File: src/rtl/note_pkg.sv
// note_pkg: shared widths, codes and FSM encodings for the note recorder.
//   PITCH_W     pitch code width
//   NUM_KEYS    playable keys (pitches 0..NUM_KEYS-1)
//   REST_PITCH  rest / idle pitch code; lands off-screen downstream
//   EV_DUR_W    default duration width
//   note_event_t  stored event layout {pitch, dur} for the default width
//   ST_*        FSM state encodings
package note_pkg;

   localparam int PITCH_W  = 6;
   localparam int NUM_KEYS = 48;
   localparam int EV_DUR_W = 8;

   localparam logic [PITCH_W-1:0] REST_PITCH = 6'd63;

   typedef struct packed {
      logic [PITCH_W-1:0]  pitch;
      logic [EV_DUR_W-1:0] dur;
   } note_event_t;

   localparam logic [1:0] ST_IDLE   = 2'd0;
   localparam logic [1:0] ST_RECORD = 2'd1;
   localparam logic [1:0] ST_PLAY   = 2'd2;

endpackage

File: src/rtl/note_event_ram.sv
// note_event_ram: DEPTH x W event store, one synchronous write port and one
// asynchronous read port. Contents are not reset.
//   clk    system clock
//   we     write enable
//   waddr  write address
//   wdata  write data {pitch, dur}
//   raddr  read address
//   rdata  read data (combinational)
module note_event_ram #(
   parameter int DEPTH = 64,
   parameter int W     = 14
) (
   input  logic                     clk,
   input  logic                     we,
   input  logic [$clog2(DEPTH)-1:0] waddr,
   input  logic [W-1:0]             wdata,
   input  logic [$clog2(DEPTH)-1:0] raddr,
   output logic [W-1:0]             rdata
);

   logic [W-1:0] mem [DEPTH];

   always_ff @(posedge clk) begin
      if (we) mem[waddr] <= wdata;
   end

   assign rdata = mem[raddr];

endmodule

File: src/rtl/note_recorder.sv
// note_recorder: records held keys as (pitch, duration) events counted in
// ticks and replays them as a registered pitch stream.
//   clk, rst            clock, synchronous active-high reset
//   tick                one-cycle time-base pulse
//   key_valid/key_pitch held key
//   start_rec/start_play/stop  command pulses (stop > start_rec > start_play)
//   out_pitch/out_valid playback pitch (63 = rest/idle), valid non-rest
//   busy_rec/busy_play  state flags
//   full                sticky: last recording filled the RAM
//   ev_count            stored events
//   play_done           one-cycle end-of-playback pulse
// Build option: NOTE_RECORDER_LOOP_EN makes playback wrap until stop.
//
// state     | meaning
// ST_IDLE   | waiting for a command, out_pitch = rest
// ST_RECORD | sampling keys on each tick, building events
// ST_PLAY   | stepping through stored events on each tick
module note_recorder
   import note_pkg::*;
#(
   parameter int DEPTH = 64,
   parameter int DUR_W = 8
) (
   input  logic                     clk,
   input  logic                     rst,
   input  logic                     tick,
   input  logic                     key_valid,
   input  logic [5:0]               key_pitch,
   input  logic                     start_rec,
   input  logic                     start_play,
   input  logic                     stop,
   output logic [5:0]               out_pitch,
   output logic                     out_valid,
   output logic                     busy_rec,
   output logic                     busy_play,
   output logic                     full,
   output logic [$clog2(DEPTH):0]   ev_count,
   output logic                     play_done
);

   localparam int AW = $clog2(DEPTH);
   localparam int EW = PITCH_W + DUR_W;
   localparam logic [DUR_W-1:0] DUR_MAX   = '1;
   localparam logic [DUR_W-1:0] DUR_ONE   = DUR_W'(1);
   localparam logic [AW:0]      DEPTH_CNT = (AW+1)'(DEPTH);

   logic [1:0]         state;
   logic [PITCH_W-1:0] cur;
   logic [DUR_W-1:0]   dur;
   logic               cur_valid;
   logic [AW:0]        idx;
   logic [DUR_W-1:0]   remain;

   logic [PITCH_W-1:0] samp;
   logic               we;
   logic [AW-1:0]      raddr;
   logic [EW-1:0]      rdata;
   logic [AW:0]        idx_nxt;
   logic [AW:0]        cnt_nxt;
   logic [PITCH_W-1:0] rd_pitch;
   logic [DUR_W-1:0]   rd_dur;

   assign samp     = key_valid ? key_pitch : REST_PITCH;
   assign idx_nxt  = idx + 1'b1;
   assign cnt_nxt  = ev_count + 1'b1;
   assign rd_pitch = rdata[EW-1:DUR_W];
   assign rd_dur   = rdata[DUR_W-1:0];

   // A write closes the current event: on stop (flush) or when the sample
   // breaks the run, including a run that has reached DUR_MAX.
   always_comb begin
      we = 1'b0;
      if (state == ST_RECORD) begin
         if (stop)
            we = cur_valid;
         else if (tick && cur_valid && !(samp == cur && dur != DUR_MAX))
            we = 1'b1;
      end
   end

   // Read port pre-addresses whatever event is loaded next: slot 0 from IDLE
   // and at the end of a take (wrap), otherwise the event after idx.
   assign raddr = (state == ST_PLAY && idx_nxt != ev_count) ? idx_nxt[AW-1:0] : '0;

   note_event_ram #(.DEPTH(DEPTH), .W(EW)) u_ram (
      .clk   (clk),
      .we    (we),
      .waddr (ev_count[AW-1:0]),
      .wdata ({cur, dur}),
      .raddr (raddr),
      .rdata (rdata)
   );

   always_ff @(posedge clk) begin
      if (rst) begin
         state     <= ST_IDLE;
         cur       <= REST_PITCH;
         dur       <= '0;
         cur_valid <= 1'b0;
         ev_count  <= '0;
         full      <= 1'b0;
         idx       <= '0;
         remain    <= '0;
         out_pitch <= REST_PITCH;
         play_done <= 1'b0;
      end else begin
         play_done <= 1'b0;
         case (state)
            ST_IDLE: begin
               if (stop) begin
                  // stop outranks the start pulses even when idle
               end else if (start_rec) begin
                  state     <= ST_RECORD;
                  ev_count  <= '0;
                  full      <= 1'b0;
                  cur_valid <= 1'b0;
               end else if (start_play) begin
                  if (ev_count == '0) begin
                     play_done <= 1'b1;
                  end else begin
                     state     <= ST_PLAY;
                     idx       <= '0;
                     out_pitch <= rd_pitch;
                     remain    <= rd_dur;
                  end
               end
            end
            ST_RECORD: begin
               if (stop) begin
                  if (cur_valid) begin
                     ev_count <= cnt_nxt;
                     if (cnt_nxt == DEPTH_CNT) full <= 1'b1;
                  end
                  cur_valid <= 1'b0;
                  state     <= ST_IDLE;
               end else if (tick) begin
                  if (!cur_valid) begin
                     cur       <= samp;
                     dur       <= DUR_ONE;
                     cur_valid <= 1'b1;
                  end else if (samp == cur && dur != DUR_MAX) begin
                     dur <= dur + 1'b1;
                  end else begin
                     ev_count <= cnt_nxt;
                     if (cnt_nxt == DEPTH_CNT) begin
                        full      <= 1'b1;
                        cur_valid <= 1'b0;
                        state     <= ST_IDLE;
                     end else begin
                        cur <= samp;
                        dur <= DUR_ONE;
                     end
                  end
               end
            end
            ST_PLAY: begin
               if (stop) begin
                  out_pitch <= REST_PITCH;
                  state     <= ST_IDLE;
               end else if (tick) begin
                  if (remain != DUR_ONE) begin
                     remain <= remain - 1'b1;
                  end else if (idx_nxt == ev_count) begin
                     play_done <= 1'b1;
`ifdef NOTE_RECORDER_LOOP_EN
                     idx       <= '0;
                     out_pitch <= rd_pitch;
                     remain    <= rd_dur;
`else
                     out_pitch <= REST_PITCH;
                     state     <= ST_IDLE;
`endif
                  end else begin
                     idx       <= idx_nxt;
                     out_pitch <= rd_pitch;
                     remain    <= rd_dur;
                  end
               end
            end
            default: state <= ST_IDLE;
         endcase
      end
   end

   assign busy_rec  = (state == ST_RECORD);
   assign busy_play = (state == ST_PLAY);
   assign out_valid = busy_play && (out_pitch != REST_PITCH);

endmodule
File: config.mk
export PLATFORM = sky130hd
export DESIGN_NAME = note_recorder
export DESIGN_NICKNAME = d
export VERILOG_FILES = /design/src/rtl/note_pkg.sv /design/src/rtl/note_event_ram.sv /design/src/rtl/note_recorder.sv
export SDC_FILE = /design/constraint.sdc
export NUM_CORES = 1
export LEC_CHECK = 0
export CORE_MARGIN = 5
export CORE_UTILIZATION = 25
export CTS_CLUSTER_SIZE = 30
export DETAILED_ROUTE_END_ITERATION = 8
export PLACE_DENSITY = 0.42
export SLEW_MARGIN = 20
export SYNTH_ARGS = -nofsm -noshare
export SYNTH_HDL_FRONTEND = slang
export SYNTH_HIERARCHICAL = 1
export SYNTH_SLANG_ARGS = --single-unit
File: constraint.sdc
create_clock -name clk -period 12.05 [get_ports clk]
set_input_delay 1.8075 -clock clk [delete_from_list [all_inputs] [get_ports clk]]
set_output_delay 1.8075 -clock clk [all_outputs]
set_load 0.02 [all_outputs]
==> results of run 1 <==
## path summary, 6_finish.rpt
check / startpoint / end / cells after the start
setup reg to reg: idx[0] / remain[0] / 16
hold reg to reg: idx[6] / idx[6] / 2
hold / removal: idx[6] / idx[6] / 2
setup / recovery: idx[0] / remain[0] / 16
## worst reg2reg max path, stage by stage (launching register included)
cell and delay, ns:
dfxtp_1 0.49, ha_1 0.28, and3_1 0.31, and3_1 0.25, xnor2_1 0.14, nand4_2 0.22, nand2_1 0.29, nor2_4 0.80
buf_4 0.60, and2_0 0.87, a22oi_1 0.21, a21oi_1 0.34, a21oi_1 0.16, o21ai_0 0.27, inv_1 0.07, a211o_1 0.26
a21oi_1 0.11
## through the flow
step                      setup slack, ns  area [sq um]  power, mW
after detailed placement             6.13         40700       3.73
final                                6.31         43900       6.61
after CTS                            6.19         43800       6.71
after global placement               5.90         40700       3.73
after floorplan                      7.29         37700       3.69
after global routing                 5.92         43800       6.85
## where the power goes
group	internal (mW)	leakage, nW	switching, mW
clock	1.68	1.52	1.28
combinational	0.0408	3.00	0.0681
sequential	3.54	8.72	0.00543
total	5.26	13.2	1.35
## cell type report
cell class / count / area, sq um
sequential: 943 / 27900
antenna: 6 / 15.0
clock buffer: 128 / 2670
timing repair buffer: 119 / 1030
tap: 2016 / 2520
inverter: 17 / 63.8
clock inverter: 58 / 462
fill: 14700 / 106000
multi-input combinational: 843 / 9230
## routing by layer
metal / share of wire / wire length, um
met5: 0 / 0
met1: 0.45 / 45500
met3: 0.049 / 5010
met2: 0.48 / 49100
met4: 0.022 / 2260
## sequential cells by signal, summed over array words and instances, names as in the netlist
name and cells:
cur_valid 1, full 1, cur 6, play_done 1
remain 8, u_ram/mem 896, dur 8, idx 7
out_pitch 6, ev_count 7, state 2
## cell usage after synthesis, drive strengths merged, types with 6 or more instances
| cell | instances |
|---|---|
| nand3 | 15 |
| nand2b | 7 |
| edfxtp | 896 |
| nor2 | 117 |
| nor2b | 19 |
| mux2i | 56 |
| or4 | 13 |
| clkbuf | 46 |
| ha | 7 |
| dfxtp | 47 |
| o22a | 6 |
| a21oi | 52 |
| xnor2 | 17 |
| o22ai | 29 |
| a22oi | 25 |
| nand2 | 29 |
| a211oi | 16 |
| mux4 | 223 |
| o21ai | 43 |
| buf | 63 |
| inv | 16 |
| xor2 | 12 |
| nand3b | 11 |
| mux2 | 27 |
| or2 | 11 |
| nor3 | 27 |
| nor3b | 13 |
## kinds of logic after synthesis
group	after synthesis
DFF	943
muxes	306
xor gates and xnor gates	30
buffers and inverters	126
AOI/OAI and AO/OA	203
and+or+nand+nor	297
adders and majority gates	7
==> flow_summary.ini, run 1 <==
[synth]
ys.flop_type = edfxtp_1
ys_ff_latch = 943
synth-simple-area-share = 0.0417
yosysTopAreaCell = edfxtp_1
synth_enable_flop_cells = 896
muxShareOfSynthArea = 0.157
synth_top_family_by_area = multiplexers
yosysUniqueCellTypes = 81
synth_compound_area_frac = 0.0347
async_flop_share = 0
yosys.area.top_type_share = 0.713
syn-mean-instance-area_sq_um = 19.7
yosysWarningCount = 6
synthTopCellsByArea = edfxtp_1 (71%), mux4_2 (13%), dfxtp_1 (2.5%)
synth_cells = 1912
synth-xor-area-share = 0.00733
ys_seq_area_frac = 0.738
syn-num-nets = 1932
synthAdderAreaFrac = 0.00232
synth_area_sq_um = 37700

[cells_and_area]
final_common_cell = edfxtp_1
final_cell_mix = edfxtp_1 (896), mux4_2 (212), nor2_1 (104)
num-nets-final = 2045
finish.utilization = 0.292
fin_cells = 4130
syn_to_final_growth_pct = 16.3
drive_gt1_frac = 0.244

[placed_design]
io_buffers = 30
hpwl_um = 58300
placedCellCount = 3937
place.gp.congestion = 0.802

[detailed_routing]
drcViolationCount = 0
totalWireLength_um = 102000
num_vias = 19001
drt_first_pass_iters = 5
wire_per_inst_um = 24.7
ant_nets = 0
post_drt_via_cell_ratio = 4.60
first_iter_violations = 1542

[global_route]
grt_util_met2 = 0.209
grt-busiest-layer = met2
grt_antenna_before_repair = 1
grt_usage = 0.127
grtUsageMet1 = 0.174
first_global_vias = 19908
grtUsageMet3 = 0.0223
overflow = 0
grt_pass1_wl_um = 147000
grt_max_degree = 131

[timing]
period_needed_ns = 5.74
finalCritPeriodShare = 0.476
final-max-slew-violation-count = 0
holdWs_ns = 0.507
setup_viol = 0
rsz0062_at_grt = false
setup_tns_ns = 0
worst_pin_slew_ns = 1.09
slew_headroom = 0.271
worst_clock_skew_ns = 0.0248
hold_viol = 0
max_freq_ghz = 0.174

[cts]
clockBufferDepth = 3
cts_resized = 0
numCtsBuffers = 101
clock_latency_ns = 0.70
h-tree-depth = 3
clk_pin_slew_ns = 0.06
numClockSinks = 943
hold_buffers = 0
cts_tree = built
postCtsSetupBuffers = 0
cts-root-buf = clkbuf_16

[critical_path]
cp-end-kind = flop
cp.required_ns = 12.67
cp_max_fo = 34
critPathTopFamily = simple AND/OR/NAND/NOR gates
crit_type = flop to flop
r2r_setup_slack_ns = 6.31
slowest_delay_ns = 0.86
path_cells = ha_1 > and3_1 > and3_1 > xnor2_1 > nand4_2 > nand2_1 > nor2_4 > buf_4 > and2_0 > a22oi_1 > a21oi_1 > a21oi_1 > o21ai_0 > inv_1 > a211o_1 > a21oi_1
crit_arrival_ns = 6.36
path_buf_inv = 2
worst_path_max_delay_cell = and2_0
cp_common_cell = a21oi_1
critPathLaunchType = flop

[floorplan]
die_h_um = 398
initial_core_util = 0.252
coreArea_sq_um = 150000
io-pin-count = 31
die_w_um = 398
die-area_sq_um = 159000
row_count = 142

[power_and_ir_drop]
leakage_nw = 13.2
p_per_area_nw_per_um2 = 151
ir_worst_vdd_mv = 0.0984

[run]
drv_cap = 0

[hold_path]
hold_path.class = flop to flop

[status]
status = complete, no violations
Note: power is estimated with default switching activity, not from simulation.
==> run 2: changes to the inputs <==
--- a/config.mk
+++ b/config.mk
@@ -9,7 +9,7 @@
 export CORE_UTILIZATION = 25
 export CTS_CLUSTER_SIZE = 30
 export DETAILED_ROUTE_END_ITERATION = 8
-export PLACE_DENSITY = 0.42
+export PLACE_DENSITY = 0.43
 export SLEW_MARGIN = 20
 export SYNTH_ARGS = -nofsm -noshare
 export SYNTH_HDL_FRONTEND = slang
==> constraint.sdc (replaced) <==
create_clock -name clk -period 4.6 [get_ports clk]
set_input_delay 0.69 -clock clk [delete_from_list [all_inputs] [get_ports clk]]
set_output_delay 0.69 -clock clk [all_outputs]
set_load 0.02 [all_outputs]
==> run 2 against run 1 <==
Fmax is 32% higher. Non-clock buffer count is 66 higher. First-iteration DRC count is 8.6% lower. Critical path type unchanged. Largest cell class unchanged.
==> flow_summary.ini, run 2 (synthesis gave the netlist of run 1 again) <==
[cells_and_area]
final_cell_mix = edfxtp_1 (896), mux4_2 (212), buf_4 (136)
num-nets-final = 2112
drive_gt1_frac = 0.269
largestRegisters = u_ram/mem x896, dur x8, remain x8
top_register = u_ram/mem
final_common_cell = edfxtp_1
largest_reg_flops = 896
final.fill_count = 14659
syn_to_final_growth_pct = 18.4

[floorplan]
initial_core_util = 0.252
die_w_um = 398
row_count = 142
die_h_um = 398
die-area_sq_um = 159000
coreArea_sq_um = 150000
io-pin-count = 31

[timing]
setup_viol = 0
rsz0062_at_grt = true
period_needed_ns = 4.34
holdWs_ns = 0.507
final-max-slew-violation-count = 0
worst_clock_skew_ns = 0.0309
worst_pin_slew_ns = 0.957
finalCritPeriodShare = 0.944
slew_headroom = 0.360
max_freq_ghz = 0.230
hold_viol = 0

[hold_path]
hold_end = remain[4]
hold_depth = 2
hold_path.class = flop to flop
holdCritStartpoint = remain[4]

[run]
drv_cap = 0

[power_and_ir_drop]
comb_power_share = 0.017
leakage_nw = 13.8
clock_power_share = 0.455
p_per_area_nw_per_um2 = 394
pwr-share-seq = 0.528
ir_worst_vdd_mv = 0.245
switchingPower_mw = 3.47
p_int_mw = 14.1
p_sw_frac = 0.197
power_mw = 17.6

[critical_path]
r2r_setup_slack_ns = 0.26
crit_arrival_ns = 4.93
reg2reg_from = idx[0]
critPathLaunchType = flop
r2r_cells = 18
regToRegEndpoint = remain[7]
cp-end-kind = flop
cp.required_ns = 5.19
crit_type = flop to flop
cp_max_fo = 21

[detailed_routing]
wire_per_inst_um = 23.9
num_vias = 19245
ant_nets = 0
drcViolationCount = 0
first_iter_violations = 1410
totalWireLength_um = 100000
drt_first_pass_iters = 5
post_drt_via_cell_ratio = 4.59

[placed_design]
io_buffers = 30
hpwl_um = 60100
place.gp.congestion = 0.822

[global_route]
grt_antenna_before_repair = 4
grt_usage = 0.125
overflow = 0
first_global_vias = 19619
grt_max_degree = 69
grt_pass1_wl_um = 145000

[cts]
clock_latency_ns = 0.67
clockBufferDepth = 3
numCtsBuffers = 102
cts-root-buf = clkbuf_16
numClockSinks = 943
h-tree-depth = 3
clk_pin_slew_ns = 0.06
cts_tree = built

[status]
status = complete, no violations
-- run 2: cell count changes in the layout (fill, tap and decap cells not counted), moves of 4 or more --
cell,delta
buf_4,+53
clkinv_1,-12
buf_12,+8
clkbuf_1,+8
nor2_1,+8
nor2_2,-8
bufinv_16,+5
clkbuf_16,+4
-- run 2: power by group through the flow --
stage / logic (mW) / clock network (mW) / registers [mW]
after floorplan: 0.184 / 0 / 9.48
after global placement: 0.300 / 0 / 9.47
after detailed placement: 0.302 / 0 / 9.47
after CTS: 0.304 / 8.27 / 9.29
after global routing: 0.333 / 8.64 / 9.29
final: 0.306 / 8.01 / 9.29
-- run 2: repair_timing --
item | 4_1_cts | 5_1_grt
gates cloned | 0 | 2
endpoints found under the hold margin | 0 | 0
endpoints found under the setup margin | 3 | 14
buffers inserted | 0 | 11
hold buffers | 0 | 0
gates resized for setup | 3 | 16
pin swaps | 0 | 3
-- run 2: how the worst max path moves through the flow --
stage	from	to	slack (ns)	depth (start not counted)
2_1_floorplan	cur[4]	u_ram/mem[27][0]	0.47	12
3_3_place_gp	idx[0]	remain[4]	-0.06	17
3_5_place_dp	idx[0]	remain[4]	-0.08	17
4_1_cts	idx[0]	remain[5]	0.004	17
5_1_grt	idx[0]	remain[7]	-0.06	18
6_report	idx[0]	remain[7]	0.26	18
-- run 2: metal layers --
metal,track usage,vias up,routed length (um)
met3,0.0211,154,4190
met5,0,-,0
met2,0.199,474,47100
li1,-,8253,-
met1,0.176,10364,46300
met4,0.0359,0,2820
-- run 2: stage by stage --
stage          setup slack, ns   util  cells  TNS (ns)  instance area, sq um
2_1_floorplan            0.471      -   1912         0                 37700
3_3_place_gp           -0.0569  0.275   3991   -0.0569                 41200
3_5_place_dp           -0.0819  0.275   3991    -0.102                 41200
4_1_cts                0.00446  0.296   4178         0                 44500
5_1_grt                -0.0647  0.298   4191   -0.0650                 44700
6_report                 0.256  0.298   4194         0                 44700
-- run 2: cell type report --
class,count,area (sq um),share of cell area
sequential,943,27900,0.624
clock buffer,138,2750,0.0616
antenna,3,7.51,0.000168
multi-input combinational,843,9260,0.207
timing repair buffer,185,1680,0.0377
clock inverter,49,515,0.0115
inverter,17,63.8,0.00143
tap,2016,2520,0.0565
-- run 2: critical path, stage by stage, from the launching register on --
cell and delay, ns:
dfxtp_1 0.35, ha_1 0.26, xnor2_1 0.37, xnor2_1 0.11, nor3_1 0.31, nand4_2 0.24
nand2_1 0.20, nor2_4 0.09, clkbuf_16 0.21, buf_4 0.24, mux4_2 0.34, nor2b_1 0.13
a211oi_1 0.06, or4_1 0.62, o21ai_0 0.15, a21oi_1 0.10, o31ai_1 0.20, mux2i_1 0.10
o21ai_1 0.13
